--- src/rtl/uba_npr_responder_pkg.sv ---
// Shared types and constants for the UBA NPR responder and its arbiter.
package ubanpr_pkg;

  typedef enum logic [1:0] {
    IDLE    = 2'd0,
    MEM     = 2'd1,
    ACK     = 2'd2,
    RELEASE = 2'd3
  } state_e;

  localparam int AWID_DEF = 18;

  // Fixed FSM overhead when the memory answers; NXM paths add no time of their own.
  localparam int REQ_TO_MEMREQ_CLKS = 1;
  localparam int MIN_SVC_CLKS       = 2;

endpackage

--- src/rtl/uba_npr_arb.sv ---
// Combinational NPR winner select; UBANPR_RR_EN selects round-robin from ptr+1,
// otherwise fixed priority with index 0 highest.
module uba_npr_arb #(
  parameter int NDEV = 4,
  parameter int IW   = 2
) (
  input  logic [NDEV-1:0] req,
`ifdef UBANPR_RR_EN
  input  logic [IW-1:0]   ptr,
`endif
  output logic [NDEV-1:0] gnt,
  output logic [IW-1:0]   idx
);

  always_comb begin
    gnt = '0;
    idx = '0;
`ifdef UBANPR_RR_EN
    // Walk the search order backwards so the entry nearest ptr+1 is written last and wins.
    for (int i = NDEV; i >= 1; i--) begin
      if (req[(int'(ptr) + i) % NDEV]) begin
        gnt = '0;
        gnt[(int'(ptr) + i) % NDEV] = 1'b1;
        idx = IW'((int'(ptr) + i) % NDEV);
      end
    end
`else
    for (int i = NDEV - 1; i >= 0; i--) begin
      if (req[i]) begin
        gnt    = '0;
        gnt[i] = 1'b1;
        idx    = IW'(i);
      end
    end
`endif
  end

endmodule

--- src/rtl/uba_npr_responder.sv ---
// NPR responder: arbitrates device DMA requests, runs one memory cycle per grant, returns a 1-clk ACK.
// UBANPR_RR_EN enables round-robin arbitration; NXM cycles return no ACK so the requester times out.
module uba_npr_responder
  import ubanpr_pkg::*;
#(
  parameter int NDEV = 4,
  parameter int AWID = AWID_DEF
) (
  input  logic                 clk,
  input  logic                 rst,
  input  logic [NDEV-1:0]      devREQI,
  input  logic [NDEV*AWID-1:0] devADDRI,
  input  logic [NDEV-1:0]      devWRI,
  input  logic [NDEV-1:0]      devBYTEI,
  input  logic [NDEV*16-1:0]   devDATAI,
  output logic [NDEV-1:0]      devACKO,
  output logic [15:0]          devDATAO,
  output logic                 memREQ,
  output logic                 memWR,
  output logic                 memBYTE,
  output logic [AWID-1:0]      memADDR,
  output logic [15:0]          memDATAO,
  input  logic [15:0]          memDATAI,
  input  logic                 memACK,
  input  logic                 memNXM,
  output logic                 nprBUSY
);

  localparam int IW = (NDEV > 1) ? $clog2(NDEV) : 1;

  state_e          state_q, state_d;
  logic [IW-1:0]   idx_q, idx_d;
  logic [AWID-1:0] addr_q, addr_d;
  logic            wr_q, wr_d;
  logic            byte_q, byte_d;
  logic            memreq_q, memreq_d;
  logic [15:0]     wdata_q, wdata_d;
  logic [15:0]     rdata_q, rdata_d;
  logic [NDEV-1:0] ack_q, ack_d;
  logic [NDEV-1:0] arb_gnt;
  logic [IW-1:0]   arb_idx;
`ifdef UBANPR_RR_EN
  logic [IW-1:0]   ptr_q, ptr_d;
`endif

  uba_npr_arb #(.NDEV(NDEV), .IW(IW)) u_arb (
    .req (devREQI),
`ifdef UBANPR_RR_EN
    .ptr (ptr_q),
`endif
    .gnt (arb_gnt),
    .idx (arb_idx)
  );

  always_comb begin
    state_d  = state_q;
    idx_d    = idx_q;
    addr_d   = addr_q;
    wr_d     = wr_q;
    byte_d   = byte_q;
    memreq_d = memreq_q;
    wdata_d  = wdata_q;
    rdata_d  = rdata_q;
    ack_d    = '0;
`ifdef UBANPR_RR_EN
    ptr_d    = ptr_q;
`endif
    case (state_q)
      IDLE: begin
        // Qualifiers are captured only here; the master may change them freely afterwards.
        if (|arb_gnt) begin
          idx_d    = arb_idx;
          addr_d   = devADDRI[int'(arb_idx)*AWID +: AWID];
          wr_d     = devWRI[arb_idx];
          byte_d   = devBYTEI[arb_idx];
          wdata_d  = devDATAI[int'(arb_idx)*16 +: 16];
          memreq_d = 1'b1;
          state_d  = MEM;
`ifdef UBANPR_RR_EN
          ptr_d    = arb_idx;
`endif
        end
      end
      MEM: begin
        if (memNXM) begin
          memreq_d = 1'b0;
          state_d  = RELEASE;
        end else if (memACK) begin
          memreq_d = 1'b0;
          if (!wr_q) rdata_d = memDATAI;
          // A requester that already timed out gets no ACK for the late completion.
          if (devREQI[idx_q]) begin
            ack_d[idx_q] = 1'b1;
            state_d      = ACK;
          end else begin
            state_d = RELEASE;
          end
        end
      end
      ACK: state_d = RELEASE;
      RELEASE: begin
        if (!devREQI[idx_q]) state_d = IDLE;
      end
      default: state_d = IDLE;
    endcase
  end

  always_ff @(posedge clk) begin
    if (rst) begin
      state_q  <= IDLE;
      idx_q    <= '0;
      addr_q   <= '0;
      wr_q     <= 1'b0;
      byte_q   <= 1'b0;
      memreq_q <= 1'b0;
      wdata_q  <= '0;
      rdata_q  <= '0;
      ack_q    <= '0;
`ifdef UBANPR_RR_EN
      ptr_q    <= '0;
`endif
    end else begin
      state_q  <= state_d;
      idx_q    <= idx_d;
      addr_q   <= addr_d;
      wr_q     <= wr_d;
      byte_q   <= byte_d;
      memreq_q <= memreq_d;
      wdata_q  <= wdata_d;
      rdata_q  <= rdata_d;
      ack_q    <= ack_d;
`ifdef UBANPR_RR_EN
      ptr_q    <= ptr_d;
`endif
    end
  end

  assign devACKO  = ack_q;
  assign devDATAO = rdata_q;
  assign memREQ   = memreq_q;
  assign memWR    = memreq_q & wr_q;
  assign memBYTE  = memreq_q & byte_q;
  assign memADDR  = addr_q;
  assign memDATAO = wdata_q;
  assign nprBUSY  = (state_q != IDLE);

endmodule
--- config.mk ---
export PLATFORM = sky130hd
export DESIGN_NAME = uba_npr_responder
export DESIGN_NICKNAME = d
export VERILOG_FILES = /design/src/rtl/uba_npr_responder_pkg.sv /design/src/rtl/uba_npr_arb.sv /design/src/rtl/uba_npr_responder.sv
export SDC_FILE = /design/constraint.sdc
export NUM_CORES = 1
export LEC_CHECK = 0
export ABC_AREA = 1
export CAP_MARGIN = 30
export CORE_MARGIN = 2
export CORE_UTILIZATION = 43
export CTS_BUF_LIST = sky130_fd_sc_hd__clkbuf_4 sky130_fd_sc_hd__clkbuf_8
export CTS_CLUSTER_DIAMETER = 150
export DETAILED_ROUTE_END_ITERATION = 10
export GPL_TIMING_DRIVEN = 1
export PLACE_DENSITY = 0.89
export SYNTH_ARGS = -nofsm -noshare
export SYNTH_HDL_FRONTEND = slang
export SYNTH_SLANG_ARGS = --single-unit
--- constraint.sdc ---
create_clock -name clk -period 3.89 [get_ports clk]
set_input_delay 0.778 -clock clk [delete_from_list [all_inputs] [get_ports clk]]
set_output_delay 0.778 -clock clk [all_outputs]
set_load 0.01 [all_outputs]
Word-level counts from Yosys, hierarchy flattened. Index checks and enable logic that the tools add are counted.

Register bits after elaboration: 61. Bits of input ports: 168. Output and inout port bits: 58. Logic and storage cells: 64.

Multiply operators: 1. Order comparisons: 3. Eq/ne operators: 6. Shift operators: 2. Muxes and demuxes: 26. Bitwise logic cells: 7. Reductions and logical operators: 10.

Operators with widths (number): $shiftx A72 B8 Y18 (1); $shiftx A64 B7 Y16 (1); $mux W2 (8); $mux W4 (4); $mux W1 (8); $pmux W2 S4 (1); $bmux W1 S2 (3); $lt A2 B3 Y1 const B (2); $mul A2 B4 Y6 const B (1); $reduce_and A3 Y1 (2); $not A1 Y1 (5); $reduce_or A5 Y1 (1); $eq A2 B2 Y1 const B (2); $ne A2 B2 Y1 const B (2); $reduce_and A4 Y1 (1); $reduce_bool A2 Y1 (2); $reduce_or A4 Y1 (1); $ne A3 B3 Y1 const B (1); $and A1 B1 Y1 (2); $demux W1 S2 (1); $eq A2 B1 Y1 const B (1); $ge A2 B1 Y1 const B (1); $logic_not A2 Y1 (1); $pmux W1 S2 (1); other kinds (2) (2).

Longest topological paths before layout.
Depth after elaboration: 7. Gate-level depth with buffers: 11. Depth with buffers taken out: 10.

Cells and area by module. A second synthesis with hierarchy kept.

Cells, all modules: 512. Area total of the unflattened synthesis: 3318.2 um^2.

By module, submodules not included: uba_npr_responder (instances 1, cells each 497, area each 3254.4 um^2, seq. area each 1221.2 um^2); uba_npr_arb (instances 1, cells each 15, area each 63.8 um^2, seq. area each 0.0 um^2).

Worst setup path after synthesis. Ideal clock, no wire load.

Path kind: input -> register. Start: in devREQI[3]. End: reg wdata_q[6] (netlist: memDATAO[6]). Setup time: 109 ps. Arrival: 1656 ps. Data required time: 3781 ps. Slack: 2125 ps. Stages on the path: 11. Buffers on the path: 3. Path through: inv_1 nor2_1 o21bai_1 buf_2 buf_6 buf_6 a21oi_2 nand2_1 nand3_1 nand2_1 inv_1.

Longest elaborated chain between the ends: 6. Elaborated cells between the ends (all ways): 11. Classes of those cells: 1 x shift; 8 x mux; 2 x reduce/logical.

RTL lines: from (decl) (line uba_npr_responder.sv:11) `input logic [NDEV-1:0] devREQI,`; branches (longest 6 deep; another with $shiftx A64 B7 Y16); to (signal assigned) (line uba_npr_responder.sv:129) `wdata_q <= wdata_d;`; to (decl) (line uba_npr_responder.sv:37) `logic [15:0] wdata_q, wdata_d;`.

Several ways; the timed one is not identified. A chain may end at the register's enable or synchronous reset.

Final worst setup path.
Start: reg state_q[0]. End: out nprBUSY.

Longest elaborated chain between the ends: 1.

RTL lines: from (decl) (line uba_npr_responder.sv:31) `state_e state_q, state_d;`; from (signal assigned) (line uba_npr_responder.sv:123) `state_q <= state_d;`; $reduce_bool A2 Y1 (line uba_npr_responder.sv:145) `assign nprBUSY = (state_q != IDLE);`; to (decl) (line uba_npr_responder.sv:26) `output logic nprBUSY`.

No other way between the ends.

==> qor.csv <==
stage,metric,value,unit
setup_path,crit-path max FO,5,
place,port bufs,225,
clock_network,clock sinks,61,
pwr,Lkg Pwr,0.00301,uW
floorplanning,Initial Utilization,44.9,%
routing,Remaining DRCs,0,
timing,final hold vios,0,
layout,Fillers,718,
run_status,status,completed,
clock_network,worst skew pair latency,0.32,ns
setup_path,startpoint types,flop,
clock_network,# resized after CTS,0,
floorplanning,Die Wd,99.9,um
timing,Final setup violation count,0,
setup_path,WP data required,3.11,ns
clock_network,CTS max path bufs,2,
place,pre-CTS setup slack,1.07,ns
layout,core occupancy in the finished layout,73.1,%
floorplanning,IO Pins,226,
layout,# diodes,0,
setup_path,CP Buf/Inv Count,3,
timing,fin crit period,2.56,ns
routing,DR pass1 iterations,6,
global_route,vias in the first global route,4596,
global_route,initial antenna violation count,0,
synthesis,sequential element share of the synthesized area,30.9,%
clock_network,CTS tree,yes,
floorplanning,std cell rows,34,
setup_path,WS Path Type,reg2out,
timing,fmax,0.391,GHz
place,HPWL Detailed,10000,um
global_route,global-route usage over all layers,24.7,%
routing,antenna-violating nets left,0,
timing,setup_tns,0,ns
clock_network,clk slew on worst S/H paths,0.07,ns
setup_path,slowest CP cell,clkdlybuf4s50_1,
floorplanning,die area,0.00997,sq mm
floorplanning,die height,99.9,um
synthesis,Mapped Nets,815,
timing,setup ws final,1.33,ns
routing,wire per inst,13.3,um
timing,Slew @ Worst Pin,0.677,ns
setup_path,arrival time at the worst endpoint,1.78,ns
clock_network,H-tree depth,3,
pwr,Pwr Total,2910,uW
global_route,total grt overflow,0,
place,routability congestion estimate,0.830,
timing,fin crit share,65.8,%
routing,Detailed Route Iter0 Violations,152,
timing,Final Max Slew Viols,0,
synthesis,mean post-synth cell area,6.15,sq um
routing,via count,4671,
synthesis,Post-Syn Area,0.00395,sq mm
layout,Syn-to-layout area delta,63.0,%
pwr,pwr dens,452,mW/mm^2
clock_network,CTS root buffer,clkbuf_8,
setup_path,Worst setup EP type,output port,
global_route,first-pass GRT wire length,19900,um
job,Max-Cap Viols,0,
setup_path,Critical Path Max Stage Delay,0.59,ns
synthesis,cells after synthesis,643,
routing,vias per cell,4.86,
layout,Nets,1022,
clock_network,post-cts hold buffer count,0,
setup_path,CP most frequent cell,inv_1,
routing,DRT Wirelength,12800,um
synthesis,yosys warns,0,
timing,Worst Skew,0.00753,ns
floorplanning,Core Area,0.00881,sq mm
setup_path,CP top delay family,buffers and inverters,
hold_path,HP Class,reg2reg,
pwr,maximum vdd drop,321,uV
timing,worst hold slack,0.486,ns
clock_network,cts bufs inserted,9,
timing,RSZ-0062 raised after global routing,false,
synthesis,synthesized flop and latch total,61,
setup_path,crit-path cells,inv_1 > ha_1 > inv_1 > clkdlybuf4s50_1,
global_route,largest net degree at the start of global routing,96,
layout,share of cells above drive strength 1,6.80,%
timing,Slew HR,54.8,%
clock_network,postcts setup bufs,0,
synthesis,Yosys cell types,24,
cells by family (layout without fill, tap and decap cells):
kind of cell	after synthesis	in the layout	synth area share (%)
AO/OA/AOI/OAI	135	135	20.3
flip-flops	61	61	30.9
adder cells (fa/ha/maj)	4	4	1.27
AND/OR/NAND/NOR	285	285	31.0
buffers and inverters	158	368	16.5
power by group:
part,internal (uW),total (uW),switching (uW),leakage (uW)
sequential,830,952,122,0.000503
combinational,735,1470,736,0.00242
clock,264,489,225,0.0000915
total,1830,2910,1080,0.00301
placed cells by master (no fill, tap or decap):
cell / instances
a21oi_2: 30
a21oi_1: 45
nand2_1: 91
clkbuf_8: 11
ha_1: 4
nor3_4: 1
buf_4: 6
a211oi_1: 1
nand3_1: 39
dfxtp_1: 61
inv_2: 1
o21a_1: 1
clkbuf_4: 1
o211a_1: 1
o21ai_1: 28
a21oi_4: 1
nor3_1: 4
inv_1: 119
o21bai_4: 1
nor2_1: 113
o21ai_0: 27
clkdlybuf4s50_1: 225
clkinv_2: 2
or2_0: 16
buf_12: 3
or2_1: 20
nor3_2: 1
through the flow:
stage	std cells	cell area, sq um
floorplan	643	3950
global placement	947	6270
detailed placement	947	6270
CTS	961	6440
global route	961	6440
finish	961	6440
registers in the layout (all words and copies together), names as in the netlist:
register,flops
byte_q,1
devACKO,4
devDATAO,16
idx_q,2
memADDR,18
memDATAO,16
memREQ,1
state_q,2
wr_q,1
synthesized netlist by cell type:
cell	n	area (sq um)
nor3_1	4	20.0
or2_0	16	100
o21bai_1	1	7.51
a21oi_2	30	263
ha_1	4	50.1
or2_1	20	125
buf_2	21	105
inv_1	119	447
inv_2	1	3.75
buf_6	4	45.0
nand2_1	91	342
dfxtp_1	61	1220
o211a_1	1	10.0
buf_1	1	3.75
a211oi_1	1	7.51
nor2_1	113	424
o21a_1	1	7.51
buf_4	1	7.51
a21oi_1	46	230
nor3_2	2	20.0
nand3_1	39	195
o21ai_0	27	135
clkbuf_1	11	41.3
o21ai_1	28	140
per-layer routing:
metal | up-vias | share of wire, % | track usage, %
li1 | 2386 | - | -
met1 | 2071 | 38 | 25.1
met2 | 186 | 52 | 47.6
met3 | 28 | 7.5 | 5.36
met4 | 0 | 2.9 | 11.7
met5 | - | 0 | 0
worst paths after layout:
| path | from | end | depth (start not counted) | slack, ns |
|---|---|---|---|---|
| max | state_q[0]$_SDFFE_PP0P_ | nprBUSY | 4 | 1.33 |
| min | idx_q[1]$_SDFFE_PP0P_ | devACKO[1]$_SDFF_PP0_ | 1 | 0.49 |
| max reg2reg | state_q[1]$_SDFFE_PP0P_ | memADDR[8]$_SDFFE_PP0P_ | 9 | 1.87 |
| min reg2reg | idx_q[1]$_SDFFE_PP0P_ | devACKO[1]$_SDFF_PP0_ | 1 | 0.49 |
cell type report:
type	count	area (sq um)	share of cell area, %
repair buffers	234	2360	36.6
well taps	108	135	2.10
clock buffers	12	159	2.47
multi-input cells	424	2110	32.7
inverters	120	450	7.00
clock inverters	2	10.0	0.155
flip-flops and latches	61	1220	19.0
Power figures use the tool's default switching activity.
